==> config.mk <==
export PLATFORM = sky130hd
export DESIGN_NAME = dispatch_stage_flat
export DESIGN_NICKNAME = d
export VERILOG_FILES = /design/src/rtl/dispatch_stage_if.sv /design/src/rtl/dispatch_stage.sv /design/src/flat_wrapper.sv
export SDC_FILE = /design/constraint.sdc
export NUM_CORES = 1
export LEC_CHECK = 0
export BUFFER_PORTS_ARGS = -buffer_cell sky130_fd_sc_hd__buf_2
export CORE_AREA = 4 4 202 204
export DETAILED_ROUTE_END_ITERATION = 12
export DIE_AREA = 0 0 206 208
export PLACE_DENSITY = 0.67
export SLEW_MARGIN = 20
export SYNTH_ARGS = -nofsm -noshare
export SYNTH_HDL_FRONTEND = slang
export SYNTH_SLANG_ARGS = --single-unit
==> constraint.sdc <==
create_clock -name clk -period 7.2 [get_ports clk]
set_clock_uncertainty 0.2 [all_clocks]
set_input_delay 1.44 -clock clk [delete_from_list [all_inputs] [get_ports clk]]
set_output_delay 1.44 -clock clk [all_outputs]
set_load 0.03 [all_outputs]
==> src/rtl/dispatch_stage_if.sv <==
// Signal bundle between the dispatch stage, its upstream queue, the ROB,
// the reservation stations and the CDB. The stage itself uses the slave side.
interface dispatch_stage_if #(
    parameter int XLEN  = 32,
    parameter int TAG_W = 4,
    parameter int N_RS  = 4,
    parameter int N_CDB = 4,
    parameter int PAY_W = 96,
    parameter int CNT_W = 16
);
    logic                   flush;
    logic                   in_valid;
    logic                   in_ready;
    logic [N_RS-1:0]        in_rs_sel;
    logic [TAG_W-1:0]       in_rob_tag;
    logic                   in_src1_busy;
    logic                   in_src2_busy;
    logic [XLEN-1:0]        in_src1_val;
    logic [XLEN-1:0]        in_src2_val;
    logic [TAG_W-1:0]       in_src1_tag;
    logic [TAG_W-1:0]       in_src2_tag;
    logic [PAY_W-1:0]       in_payload;
    logic                   rob_full;
    logic [N_RS-1:0]        rs_full;
    logic [N_CDB-1:0]       cdb_valid;
    logic [N_CDB*TAG_W-1:0] cdb_tag;
    logic [N_CDB*XLEN-1:0]  cdb_value;
    logic [N_RS-1:0]        disp_valid;
    logic [TAG_W-1:0]       disp_rob_tag;
    logic                   disp_src1_busy;
    logic                   disp_src2_busy;
    logic [XLEN-1:0]        disp_src1_val;
    logic [XLEN-1:0]        disp_src2_val;
    logic [TAG_W-1:0]       disp_src1_tag;
    logic [TAG_W-1:0]       disp_src2_tag;
    logic [PAY_W-1:0]       disp_payload;
    logic                   rob_alloc;
    logic [CNT_W-1:0]       stall_cnt;

    modport slave (
        input  flush, in_valid, in_rs_sel, in_rob_tag,
               in_src1_busy, in_src2_busy, in_src1_val, in_src2_val,
               in_src1_tag, in_src2_tag, in_payload,
               rob_full, rs_full, cdb_valid, cdb_tag, cdb_value,
        output in_ready, disp_valid, disp_rob_tag,
               disp_src1_busy, disp_src2_busy, disp_src1_val, disp_src2_val,
               disp_src1_tag, disp_src2_tag, disp_payload, rob_alloc, stall_cnt
    );

    modport master (
        output flush, in_valid, in_rs_sel, in_rob_tag,
               in_src1_busy, in_src2_busy, in_src1_val, in_src2_val,
               in_src1_tag, in_src2_tag, in_payload,
               rob_full, rs_full, cdb_valid, cdb_tag, cdb_value,
        input  in_ready, disp_valid, disp_rob_tag,
               disp_src1_busy, disp_src2_busy, disp_src1_val, disp_src2_val,
               disp_src1_tag, disp_src2_tag, disp_payload, rob_alloc, stall_cnt
    );
endinterface

==> src/rtl/dispatch_stage.sv <==
// Registered rename/dispatch stage: one-entry holding register that snoops the
// CDB while blocked, then dispatches one-hot to a reservation station.
module dispatch_stage #(
    parameter int XLEN  = 32,
    parameter int TAG_W = 4,
    parameter int N_RS  = 4,
    parameter int N_CDB = 4,
    parameter int PAY_W = 96,
    parameter int CNT_W = 16
) (
    input  logic             clk,
    input  logic             rst,
    dispatch_stage_if.slave  bus
);
    localparam logic [0:0] EMPTY = 1'b0;
    localparam logic [0:0] HELD  = 1'b1;

    typedef struct packed {
        logic             busy;
        logic [TAG_W-1:0] tag;
        logic [XLEN-1:0]  val;
    } operand_t;

    logic [0:0]       state_q, state_d;
    logic [N_RS-1:0]  sel_q, sel_d;
    logic [TAG_W-1:0] rob_tag_q, rob_tag_d;
    operand_t         src1_q, src1_d, src2_q, src2_d;
    logic [PAY_W-1:0] payload_q, payload_d;
    logic [CNT_W-1:0] stall_cnt_q, stall_cnt_d;

    logic     held, blocked, go, accept, disp_en;
    operand_t in_src1, in_src2, held_src1, held_src2;

    // Descending scan so the lowest-index matching port is the last writer.
    function automatic operand_t wake(
        input operand_t               op,
        input logic [N_CDB-1:0]       v,
        input logic [N_CDB*TAG_W-1:0] tags,
        input logic [N_CDB*XLEN-1:0]  vals
    );
        operand_t r;
        r = op;
        if (op.busy) begin
            for (int i = N_CDB - 1; i >= 0; i--) begin
                if (v[i] && (tags[i*TAG_W +: TAG_W] == op.tag)) begin
                    r.busy = 1'b0;
                    r.val  = vals[i*XLEN +: XLEN];
                end
            end
        end
        return r;
    endfunction

    always_comb begin
        held      = (state_q == HELD);
        blocked   = bus.rob_full | (|(sel_q & bus.rs_full));
        go        = held & ~blocked & ~bus.flush;
        accept    = bus.in_valid & (~held | go) & ~bus.flush;
        disp_en   = go & (|sel_q);
        in_src1   = wake(operand_t'({bus.in_src1_busy, bus.in_src1_tag, bus.in_src1_val}),
                         bus.cdb_valid, bus.cdb_tag, bus.cdb_value);
        in_src2   = wake(operand_t'({bus.in_src2_busy, bus.in_src2_tag, bus.in_src2_val}),
                         bus.cdb_valid, bus.cdb_tag, bus.cdb_value);
        held_src1 = wake(src1_q, bus.cdb_valid, bus.cdb_tag, bus.cdb_value);
        held_src2 = wake(src2_q, bus.cdb_valid, bus.cdb_tag, bus.cdb_value);
    end

    // NOTE: every always_comb target is given a default before any branch so no latch is inferred.
    always_comb begin
        state_d     = state_q;
        sel_d       = sel_q;
        rob_tag_d   = rob_tag_q;
        payload_d   = payload_q;
        src1_d      = held_src1;
        src2_d      = held_src2;
        stall_cnt_d = stall_cnt_q;
        if (bus.flush) begin
            state_d = EMPTY;
        end else if (accept) begin
            state_d   = HELD;
            sel_d     = bus.in_rs_sel;
            rob_tag_d = bus.in_rob_tag;
            payload_d = bus.in_payload;
            src1_d    = in_src1;
            src2_d    = in_src2;
        end else if (go) begin
            state_d = EMPTY;
        end
        if (held && blocked && !bus.flush && (stall_cnt_q != '1)) begin
            stall_cnt_d = stall_cnt_q + CNT_W'(1);
        end
    end

    // NOTE: sequential state uses non-blocking assignments so every flop samples pre-edge values.
    always_ff @(posedge clk or posedge rst) begin
        if (rst) begin
            state_q     <= EMPTY;
            sel_q       <= '0;
            rob_tag_q   <= '0;
            payload_q   <= '0;
            src1_q      <= '0;
            src2_q      <= '0;
            stall_cnt_q <= '0;
        end else begin
            state_q     <= state_d;
            sel_q       <= sel_d;
            rob_tag_q   <= rob_tag_d;
            payload_q   <= payload_d;
            src1_q      <= src1_d;
            src2_q      <= src2_d;
            stall_cnt_q <= stall_cnt_d;
        end
    end

    // Operand outputs bypass the current CDB so a wakeup in the dispatch cycle is kept.
    assign bus.in_ready       = ~held | go;
    assign bus.disp_valid     = go ? sel_q : '0;
    assign bus.rob_alloc      = disp_en;
    assign bus.disp_rob_tag   = disp_en ? rob_tag_q : '0;
    assign bus.disp_payload   = disp_en ? payload_q : '0;
    assign bus.disp_src1_busy = disp_en & held_src1.busy;
    assign bus.disp_src2_busy = disp_en & held_src2.busy;
    assign bus.disp_src1_val  = disp_en ? held_src1.val : '0;
    assign bus.disp_src2_val  = disp_en ? held_src2.val : '0;
    assign bus.disp_src1_tag  = disp_en ? held_src1.tag : '0;
    assign bus.disp_src2_tag  = disp_en ? held_src2.tag : '0;
    assign bus.stall_cnt      = stall_cnt_q;
endmodule

==> src/flat_wrapper.sv <==
// flat-port wrapper written by rule: the top's interface ports become plain ports
module dispatch_stage_flat 
#(
    parameter int XLEN  = 32,
    parameter int TAG_W = 4,
    parameter int N_RS  = 4,
    parameter int N_CDB = 4,
    parameter int PAY_W = 96,
    parameter int CNT_W = 16
)
  (clk, rst, bus_flush, bus_in_valid, bus_in_rs_sel, bus_in_rob_tag, bus_in_src1_busy, bus_in_src2_busy, bus_in_src1_val, bus_in_src2_val, bus_in_src1_tag, bus_in_src2_tag, bus_in_payload, bus_rob_full, bus_rs_full, bus_cdb_valid, bus_cdb_tag, bus_cdb_value, bus_in_ready, bus_disp_valid, bus_disp_rob_tag, bus_disp_src1_busy, bus_disp_src2_busy, bus_disp_src1_val, bus_disp_src2_val, bus_disp_src1_tag, bus_disp_src2_tag, bus_disp_payload, bus_rob_alloc, bus_stall_cnt);
  dispatch_stage_if #(.XLEN(XLEN), .TAG_W(TAG_W), .N_RS(N_RS), .N_CDB(N_CDB), .PAY_W(PAY_W), .CNT_W(CNT_W)) bus_i ();
  input  logic clk;
  input  logic rst;
  input wire logic [$bits(bus_i.flush)-1:0] bus_flush;
  input wire logic [$bits(bus_i.in_valid)-1:0] bus_in_valid;
  input wire logic [$bits(bus_i.in_rs_sel)-1:0] bus_in_rs_sel;
  input wire logic [$bits(bus_i.in_rob_tag)-1:0] bus_in_rob_tag;
  input wire logic [$bits(bus_i.in_src1_busy)-1:0] bus_in_src1_busy;
  input wire logic [$bits(bus_i.in_src2_busy)-1:0] bus_in_src2_busy;
  input wire logic [$bits(bus_i.in_src1_val)-1:0] bus_in_src1_val;
  input wire logic [$bits(bus_i.in_src2_val)-1:0] bus_in_src2_val;
  input wire logic [$bits(bus_i.in_src1_tag)-1:0] bus_in_src1_tag;
  input wire logic [$bits(bus_i.in_src2_tag)-1:0] bus_in_src2_tag;
  input wire logic [$bits(bus_i.in_payload)-1:0] bus_in_payload;
  input wire logic [$bits(bus_i.rob_full)-1:0] bus_rob_full;
  input wire logic [$bits(bus_i.rs_full)-1:0] bus_rs_full;
  input wire logic [$bits(bus_i.cdb_valid)-1:0] bus_cdb_valid;
  input wire logic [$bits(bus_i.cdb_tag)-1:0] bus_cdb_tag;
  input wire logic [$bits(bus_i.cdb_value)-1:0] bus_cdb_value;
  output wire logic [$bits(bus_i.in_ready)-1:0] bus_in_ready;
  output wire logic [$bits(bus_i.disp_valid)-1:0] bus_disp_valid;
  output wire logic [$bits(bus_i.disp_rob_tag)-1:0] bus_disp_rob_tag;
  output wire logic [$bits(bus_i.disp_src1_busy)-1:0] bus_disp_src1_busy;
  output wire logic [$bits(bus_i.disp_src2_busy)-1:0] bus_disp_src2_busy;
  output wire logic [$bits(bus_i.disp_src1_val)-1:0] bus_disp_src1_val;
  output wire logic [$bits(bus_i.disp_src2_val)-1:0] bus_disp_src2_val;
  output wire logic [$bits(bus_i.disp_src1_tag)-1:0] bus_disp_src1_tag;
  output wire logic [$bits(bus_i.disp_src2_tag)-1:0] bus_disp_src2_tag;
  output wire logic [$bits(bus_i.disp_payload)-1:0] bus_disp_payload;
  output wire logic [$bits(bus_i.rob_alloc)-1:0] bus_rob_alloc;
  output wire logic [$bits(bus_i.stall_cnt)-1:0] bus_stall_cnt;
  assign bus_i.flush = bus_flush;
  assign bus_i.in_valid = bus_in_valid;
  assign bus_i.in_rs_sel = bus_in_rs_sel;
  assign bus_i.in_rob_tag = bus_in_rob_tag;
  assign bus_i.in_src1_busy = bus_in_src1_busy;
  assign bus_i.in_src2_busy = bus_in_src2_busy;
  assign bus_i.in_src1_val = bus_in_src1_val;
  assign bus_i.in_src2_val = bus_in_src2_val;
  assign bus_i.in_src1_tag = bus_in_src1_tag;
  assign bus_i.in_src2_tag = bus_in_src2_tag;
  assign bus_i.in_payload = bus_in_payload;
  assign bus_i.rob_full = bus_rob_full;
  assign bus_i.rs_full = bus_rs_full;
  assign bus_i.cdb_valid = bus_cdb_valid;
  assign bus_i.cdb_tag = bus_cdb_tag;
  assign bus_i.cdb_value = bus_cdb_value;
  assign bus_in_ready = bus_i.in_ready;
  assign bus_disp_valid = bus_i.disp_valid;
  assign bus_disp_rob_tag = bus_i.disp_rob_tag;
  assign bus_disp_src1_busy = bus_i.disp_src1_busy;
  assign bus_disp_src2_busy = bus_i.disp_src2_busy;
  assign bus_disp_src1_val = bus_i.disp_src1_val;
  assign bus_disp_src2_val = bus_i.disp_src2_val;
  assign bus_disp_src1_tag = bus_i.disp_src1_tag;
  assign bus_disp_src2_tag = bus_i.disp_src2_tag;
  assign bus_disp_payload = bus_i.disp_payload;
  assign bus_rob_alloc = bus_i.rob_alloc;
  assign bus_stall_cnt = bus_i.stall_cnt;
  dispatch_stage #(.XLEN(XLEN), .TAG_W(TAG_W), .N_RS(N_RS), .N_CDB(N_CDB), .PAY_W(PAY_W), .CNT_W(CNT_W)) u_core (.clk(clk), .rst(rst), .bus(bus_i));
endmodule
---- Word-level counts from Yosys, hierarchy flattened ----
Index checks and enable logic that the tools add are counted.
operators by class
  divide/modulo/power cells ............... 0
  mux-type cells .......................... 54
  multiply operators ...................... 0
  magnitude comparators ................... 0
  eq/ne operators ......................... 17
  add/subtract/negate cells ............... 1
  reductions and logical operators ........ 24
  bitwise logic cells ..................... 13
  shifts and indexed selects .............. 0
operators by type and width
  cell                                                              count
  32-bit 2-to-1 mux                                                 22
  37-bit 2-to-1 mux                                                 4
  96-bit 2-to-1 mux                                                 1
  4-bit equality test                                               16
  1-bit 2-to-1 mux                                                  23
  1-bit logical AND                                                 19
  16-bit by 1-bit adder with 16-bit output (second input constant)  1
  4-bit 2-to-1 mux                                                  4
  16-bit != test (second input constant)                            1
  4-bit OR reduction                                                2
  1-bit AND                                                         7
  4-bit AND                                                         1
  1-bit NOT                                                         3
  3-bit nonzero test                                                1
  1-bit bitwise OR                                                  2
  2-bit AND reduction                                               1
  1-bit logical NOT                                                 1
word-level totals
  bits in latches ......................... 0
  memories ................................ 0
  word-level logic and storage cells ...... 120
  register bits after elaboration ......... 195
  bits in read-only memories .............. 0
  bits in writable memories ............... 0

---- Depth between registers and ports, before layout ----
Gate-level depths: netlist (run 1).
  word-level depth ........................ 11
  gate-level depth with buffers ........... 11
  gate-level depth less buffers ........... 7

---- Least setup slack after synthesis (run 1) ----
No wires, ideal clock.
  kind .................................... input -> output
  start point ............................. in bus_cdb_tag[5]
  end point ............................... out bus_disp_src1_val[26]
  cell stages on the path ................. 11
  arrival ................................. 3.444 ns
  buffers on the path ..................... 4
  slack ................................... 2.116 ns
  cell sequence ........................... clkbuf_2 xor2_1 nor3_1 and3_1 buf_2 buf_4 buf_2 nand3_1 nand3_1 a211oi_1 nor3_1
between the ends
  longest elaborated chain between the ends .. 6
RTL lines
  what                            line                   source
  start, declared                 flat_wrapper.sv:29     input wire logic [$bits(bus_i.cdb_tag)-1:0] bus_cdb_tag;
  4-bit equality test             dispatch_stage.sv:45   if (v[i] && (tags[i*TAG_W +: TAG_W] == op.tag)) begin
  1-bit logical AND               dispatch_stage.sv:45
  32-bit 2-to-1 mux (2 in a row)  dispatch_stage.sv:45
  32-bit 2-to-1 mux               dispatch_stage.sv:43   if (op.busy) begin
  32-bit 2-to-1 mux               dispatch_stage.sv:123  assign bus.disp_src1_val = disp_en ? held_src1.val : '0;
  end, declared                   flat_wrapper.sv:36     output wire logic [$bits(bus_i.disp_src1_val)-1:0] bus_disp_src1_val;
No other way between the ends.

---- Worst setup path in the final report (run 1) ----
  start point ............................. in bus_cdb_tag[8]
  end point ............................... out bus_disp_src2_val[5]
between the ends
  longest elaborated chain between the ends .. 7
RTL lines
  what                            line                   source
  4-bit equality test             dispatch_stage.sv:45
  1-bit logical AND               dispatch_stage.sv:45
  32-bit 2-to-1 mux (3 in a row)  dispatch_stage.sv:45
  32-bit 2-to-1 mux               dispatch_stage.sv:43
  32-bit 2-to-1 mux               dispatch_stage.sv:124  assign bus.disp_src2_val = disp_en ? held_src2.val : '0;
  end, declared                   flat_wrapper.sv:37     output wire logic [$bits(bus_i.disp_src2_val)-1:0] bus_disp_src2_val;
No other way between the ends.

==> metrics.txt, run 1 <==
Via density 6.065; CP max FO 15; Final WS setup ~1.3 ns; Iteration-0 DRC Markers 2012; R2R cell count 7; multiplexer share of the synthesized area 1.124%; Stages on worst setup path 10; Slew Limit Headroom 24.48%; CTS resizes 0; Reg2Reg Capture Point u_core.src2_q[11]; Core Area 39280 um^2; CTS tree yes; pwr dens 221.5 nW/um^2; TritonCTS Buffers 17; clk slew on worst S/H paths 0.08 ns; GRT overflow 0; worst slew pin tran 1.133 ns; Min-Delay Path Class reg2reg; Design Power 4148 uW; Port Buf Inserts between 500 and 600; Mapped Avg Cell Area 7.214 um^2; post-CTS setup buffers 0; Post-Synth Simple-Gate Area 30.75%; Clock Root Buffer clkbuf_16; Critical Path Source bus_cdb_tag[8]; worst reg2reg setup slack roughly 3.8 ns; WL final around 76000 um; net count after synthesis approximately 2500; main combinational cell family by area after synthesis simple AND/OR/NAND/NOR gates; Max Freq between 0.15 and 0.2 GHz; Sink Count a little under 200; Synth Area in Adders 0.08205%; Max Root-Sink Buffers 2; Yosys warnings 0; total negative slack 0 ns; RSZ-0062 raised after global routing no; Routed Antenna Nets 0; area leader, netlist dfrtp_1; fin crit share 81.54%; Setup crit end bus_disp_src2_val[5]; area grow syn2layout 22.79%; max cap viols 0; Worst path slowest cell nor3_4; worst skew pair latency 0.49 ns; HPWL after detailed placement between 50000 and 60000 um; overall die height 208 um; Worst VDD drop 0.0002252 V; Starting Density 38.83%; Distinct cells, synth 75; Synth Cell Area roughly 15000 um^2; Synth async-reset ratio 100.0%; CP bufs+invs 3; Setup crit end kind output pin; Post-synth top cells 602 x nand2_1, 195 x dfrtp_1, 165 x nor2_1; drt pass-1 iters 6; final setup fails 0; Chip Width 206 um; most frequent CP cell buf_2; Most used DFF post-synth dfrtp_1; RR Startpoint u_core.held_src2[32]; largest net degree at the start of global routing 222; leakage between 0.009 and 0.01 uW; Synth Area in Compound Gates 26.42%; top-count cell post-synth nand2_1; crit path cell chain buf_2 > nand2b_1 > o2111ai_1 > nor3_4 > buf_6 > nor3_1 > and3_1 > a221oi_1 > nor2_1 > buf_2; Synth Register Bits 195; number of global-route vias before repair 18280; Critical Path RT 5.56 ns; critical path arrival 4.23 ns; status completed; htree depth 4; CTS Hold Bufs 0; Crit path largest cell delay 0.76 ns; Rows 73; max-slew violation count 0; Setup CP Type in2out; RePlAce Congestion 1.022; antenna violations before repair 41; GRT Overall Usage between 30% and 40%; # nets final about 2800; Largest delay share family, worst path simple AND/OR/NAND/NOR gates; pre-CTS setup slack 1.381 ns; top post-synthesis cells by area dfrtp_1 32%, nand2_1 15%, and2_1 4.6%; share of cells above drive strength 1 between 20 and 30%; post-synth top area share 32.00%; endpoints failing hold 0; drt wl/cell 24.73 um; Top Ports between 500 and 600; Post-synth EDFFs 0; first-pass GRT wire length 112300 um; Die ar. 42850 um^2; XOR/XNOR Fraction of Synth Area under 10%; DRC violations left 0; via count between 15000 and 20000; CP startpoint kind input port; Post-Synthesis Cells 2114; post-route minimum period 5.871 ns; sequential element share of the synthesized area a little under a third
## metal layers
metal	vias to the layer above	wire [um]	track usage, %
li1	8198	-	-
met1	8721	27390	40.82
met2	1361	34450	52.51
met3	311	9594	11.00
met4	16	4319	20.65
met5	-	114	0
## registers in the layout (all words and copies together) (netlist names)
signal	cells
u_core.src1_q	33
u_core.held_src1	4
u_core.held	1
u_core.sel_q	4
u_core.src2_q	33
u_core.bus.stall_cnt	16
u_core.held_src2	4
u_core.rob_tag_q	4
u_core.payload_q	96
## worst min path at each step
stage / from / to / slack (ns) / depth (start not counted)
finish: u_core.rob_tag_q[1] / u_core.rob_tag_q[1] / 0.27 / 2
global route: u_core.payload_q[4] / u_core.payload_q[4] / 0.29 / 2
CTS: u_core.payload_q[94] / u_core.payload_q[94] / 0.28 / 2
detailed placement: u_core.payload_q[94] / u_core.payload_q[94] / 0.25 / 2
global placement: u_core.payload_q[74] / u_core.payload_q[74] / 0.25 / 2
floorplan: u_core.payload_q[0] / u_core.payload_q[0] / 0.24 / 2
## cell families after synthesis
kind of cell               count (synthesis)
AOI/OAI and AO/OA                        558
xor gates and xnor gates                  58
adders and majority gates                  1
DFF                                      195
buffers and inverters                    224
and+or+nand+nor                         1061
muxes                                     17
## per-stage QoR
| step | std cells | hold WS, ns | area, um^2 | util, % |
|---|---|---|---|---|
| global route | 3062 | 0.2922 | 18710 | 47.64 |
| floorplan | 2114 | 0.2374 | 15250 | - |
| global placement | 3005 | 0.2503 | 18050 | 45.96 |
| finish | 3068 | 0.2695 | 18730 | 47.68 |
| CTS | 3039 | 0.2752 | 18640 | 47.46 |
| detailed placement | 3007 | 0.2547 | 18080 | 46.02 |
## placed cells by master (no fill, tap or decap), drive strengths merged, types with 5 or more instances in the layout
cell type    n
o211ai      19
dfrtp      195
nor2       166
nand2b      39
xor2        25
mux2i       16
nor3        20
a21o        54
o22ai       24
clkbuf      18
diode       29
a311oi      54
o32ai        8
a22o         8
nand3       54
a21oi      113
and3        20
a211oi      22
a22oi       55
inv         34
o21a         9
and2       112
a2bb2oi      9
a31oi       14
clkinv       6
o221ai      55
buf        566
nand2      603
a311o        9
or3         21
a221o        9
a221oi       9
o21ai       55
xnor2       33
a41o         5
## worst register-to-register path: stages, from the launching register on
cell	delay, ns
dfrtp_1	0.53
xor2_1	0.23
nor3_1	0.26
and3_2	0.81
nor3_1	0.15
and3_1	0.41
a221oi_1	0.53
a22oi_1	0.17
## where the power goes
part	total, uW	internal (uW)	switching, uW
clock network	985	461	524
logic	1580	635	943
registers	1580	1370	210
## layout make-up
type                    count  area, um^2
fillers                  3992       20550
repair buffers            566        2959
diodes                     29       72.57
clock inverters            14       136.4
inverters                  26       106.4
flip-flops and latches    195        4881
multi-input cells        1695        9484
well taps                 525       656.9
clock buffers              18       429.2
(Power assumes the default switching activity.)
==> inputs of run 2 (changes only) <==
==> constraint.sdc (replaced) <==
create_clock -name clk -period 5.3 [get_ports clk]
set_clock_uncertainty 0.2 [all_clocks]
set_input_delay 1.06 -clock clk [delete_from_list [all_inputs] [get_ports clk]]
set_output_delay 1.06 -clock clk [all_outputs]
set_load 0.03 [all_outputs]
==> run 2 against run 1 <==
Net effect: sequential share of layout area is 0.11 points lower; via count is 1.2% higher; final area is 0.43% higher; count of clock-buffer cells in the layout stayed put; non-clock buffer count is 9 higher.
==> metrics.txt, run 2 (same netlist as run 1, synthesis figures left out) <==
status completed; design area 18810 um^2 (+0.43%); drt pass-1 iters 10 (+4); Via density 6.138 (+1.2%); fillcell total 3968 (-0.60%); Largest delay share family, worst path simple AND/OR/NAND/NOR gates; post-CTS setup buffers 0 (unchanged); clk slew on worst S/H paths 0.08 ns (about the same); Crit path largest cell delay 0.77 ns (about the same); total negative slack 0 ns (unchanged); max-slew violation count 0 (unchanged); RSZ-0062 raised after global routing no; Die ar. 42850 um^2 (unchanged); Routed Antenna Nets 0 (unchanged); Starting Density 38.83% (unchanged); Port Buf Inserts 530 (unchanged); antenna violations before repair 30 (-27%); DRC violations left 0 (unchanged); area grow syn2layout 23.33%; largest register by flop count u_core.payload_q; Design Power 5712 uW (+38%); Max Freq 0.2047 GHz; most common cell after layout, fill and taps aside nand2_1; CP bufs+invs 3 (unchanged); overall die height 208 um (unchanged); Max Root-Sink Buffers 2 (unchanged); Iteration-0 DRC Markers 2143 (+6.5%); Core Area 39280 um^2 (unchanged); share of cells above drive strength 1 25.33% (+0.23 points); WL final 75200 um (-0.87%); Chip Width 206 um (unchanged); Worst VDD drop 0.0002247 V (-0.24%); htree depth 4 (unchanged); CTS tree yes; Largest regs u_core.payload_q (96), u_core.src1_q (33), u_core.src2_q (33); largest net degree at the start of global routing 115 (-48%); pwr dens 303.7 nW/um^2 (+37%); critical path arrival 3.63 ns (-0.60 ns); endpoints failing hold 0 (unchanged); Rows 73 (unchanged); worst skew pair latency 0.47 ns (-0.02 ns); via count 18830 (+1.2%); max cap viols 0 (unchanged); Setup crit end kind output pin; worst slew pin tran 1.112 ns (-0.02104 ns); Worst path slowest cell or4_2; CP max FO 39 (+24); Critical Path Source bus_cdb_tag[0]; dpl cell area 18140 um^2 (+0.36%); leakage 0.009685 uW (+0.40%); CP startpoint kind input port; fin crit share between 90% and 100%; post-route minimum period 4.886 ns; Largest register FFs 96 (unchanged); Clock Root Buffer clkbuf_16; HPWL after detailed placement 53260 um (+1.5%); Top Ports 531 (unchanged); Sink Count 195 (unchanged); Min-Delay Path Class reg2reg; crit path cell chain buf_2 > nand2b_1 > o2111ai_1 > or4_2 > buf_4 > nor2_1 > a311oi_1 > a221oi_1 > nor2_1 > buf_2; Critical Path RT 4.04 ns (-1.52 ns); RePlAce Congestion 0.9866 (-3.5%); first-pass GRT wire length 111800 um (-0.41%); GRT overflow 0 (unchanged); CTS Hold Bufs 0 (unchanged); # nets final 2846 (+0.32%); drt wl/cell 24.52 um (-0.84%); Slew Limit Headroom 25.80% (+1.3 points); GRT Overall Usage 33.51% (-0.40 points); CTS resizes 0 (unchanged); most frequent cells in the layout 602 x nand2_1, 530 x buf_2, 194 x dfrtp_1; Setup CP Type in2out; RR Startpoint u_core.held_src2[32]; number of global-route vias before repair 18290 (+0.044%); TritonCTS Buffers 17 (unchanged); final setup fails 0 (unchanged); hold path startpoint u_core.payload_q[41]
## run 2: cell types whose count changed in the layout (fill, tap and decap cells not counted), moves of 3 or more
cell and delta:
diode_2 -10, clkinv_2 -4, buf_4 +10, inv_6 -4
clkinvlp_4 +3
## run 2: worst min-delay path, cell delays in order (launching register included)
cell,delay (ns)
dfrtp_1,0.34
nand2_1,0.05
nand2_1,0.06
## run 2: final timing paths
kind | endpoint | slack (ns) | cells after the start
max reg2reg | u_core.src2_q[17] | 2.22 | 8
max in group asynchronous | u_core.payload_q[10] | 3.80 | 3
min | u_core.payload_q[41] | 0.27 | 2
min reg2reg | u_core.payload_q[41] | 0.27 | 2
max | bus_disp_src2_val[5] | 0.41 | 10
min in group asynchronous | u_core.src1_q[17] | 0.55 | 3
## run 2: metrics by stage
step                      setup WS [ns]  util, %  hold WS (ns)  cells
final                            0.4139    47.88        0.2694   3067
after global routing             0.3203    47.87        0.2873   3065
after CTS                        0.4616    47.76        0.2729   3048
after detailed placement         0.4693    46.19        0.2543   3016
after global placement           0.4849    46.19        0.2494   3016
after floorplan                  0.9763        -        0.2374   2114
## run 2: power by group
part | total, uW | switching (uW) | internal [uW] | leakage (uW)
Sequential | 2110 | 247 | 1870 | 0.00235
Combinational | 2180 | 1320 | 869 | 0.00704
Clock | 1410 | 731 | 683 | 0.000291
## run 2: per-layer routing
metal / wire [um] / up-vias / share of wire [%] / global-route usage (%)
met5: 86 / - / 0.11 / 0
met4: 3499 / 14 / 4.7 / 15.95
met3: 9112 / 278 / 12 / 8.744
met2: 35330 / 1418 / 47 / 54.46
met1: 27180 / 8911 / 36 / 41.37
li1: - / 8204 / - / -
## run 2: cell type report
class	count	area (um^2)	area share [%]
Antenna cell	19	47.55	0.2528
Multi-Input combinational cell	1695	9477	50.39
Inverter	26	101.3	0.5389
Clock inverter	14	186.4	0.9913
Tap cell	525	656.9	3.493
Sequential cell	195	4881	25.95
Timing Repair Buffer	575	3028	16.10
Clock buffer	18	429.2	2.282
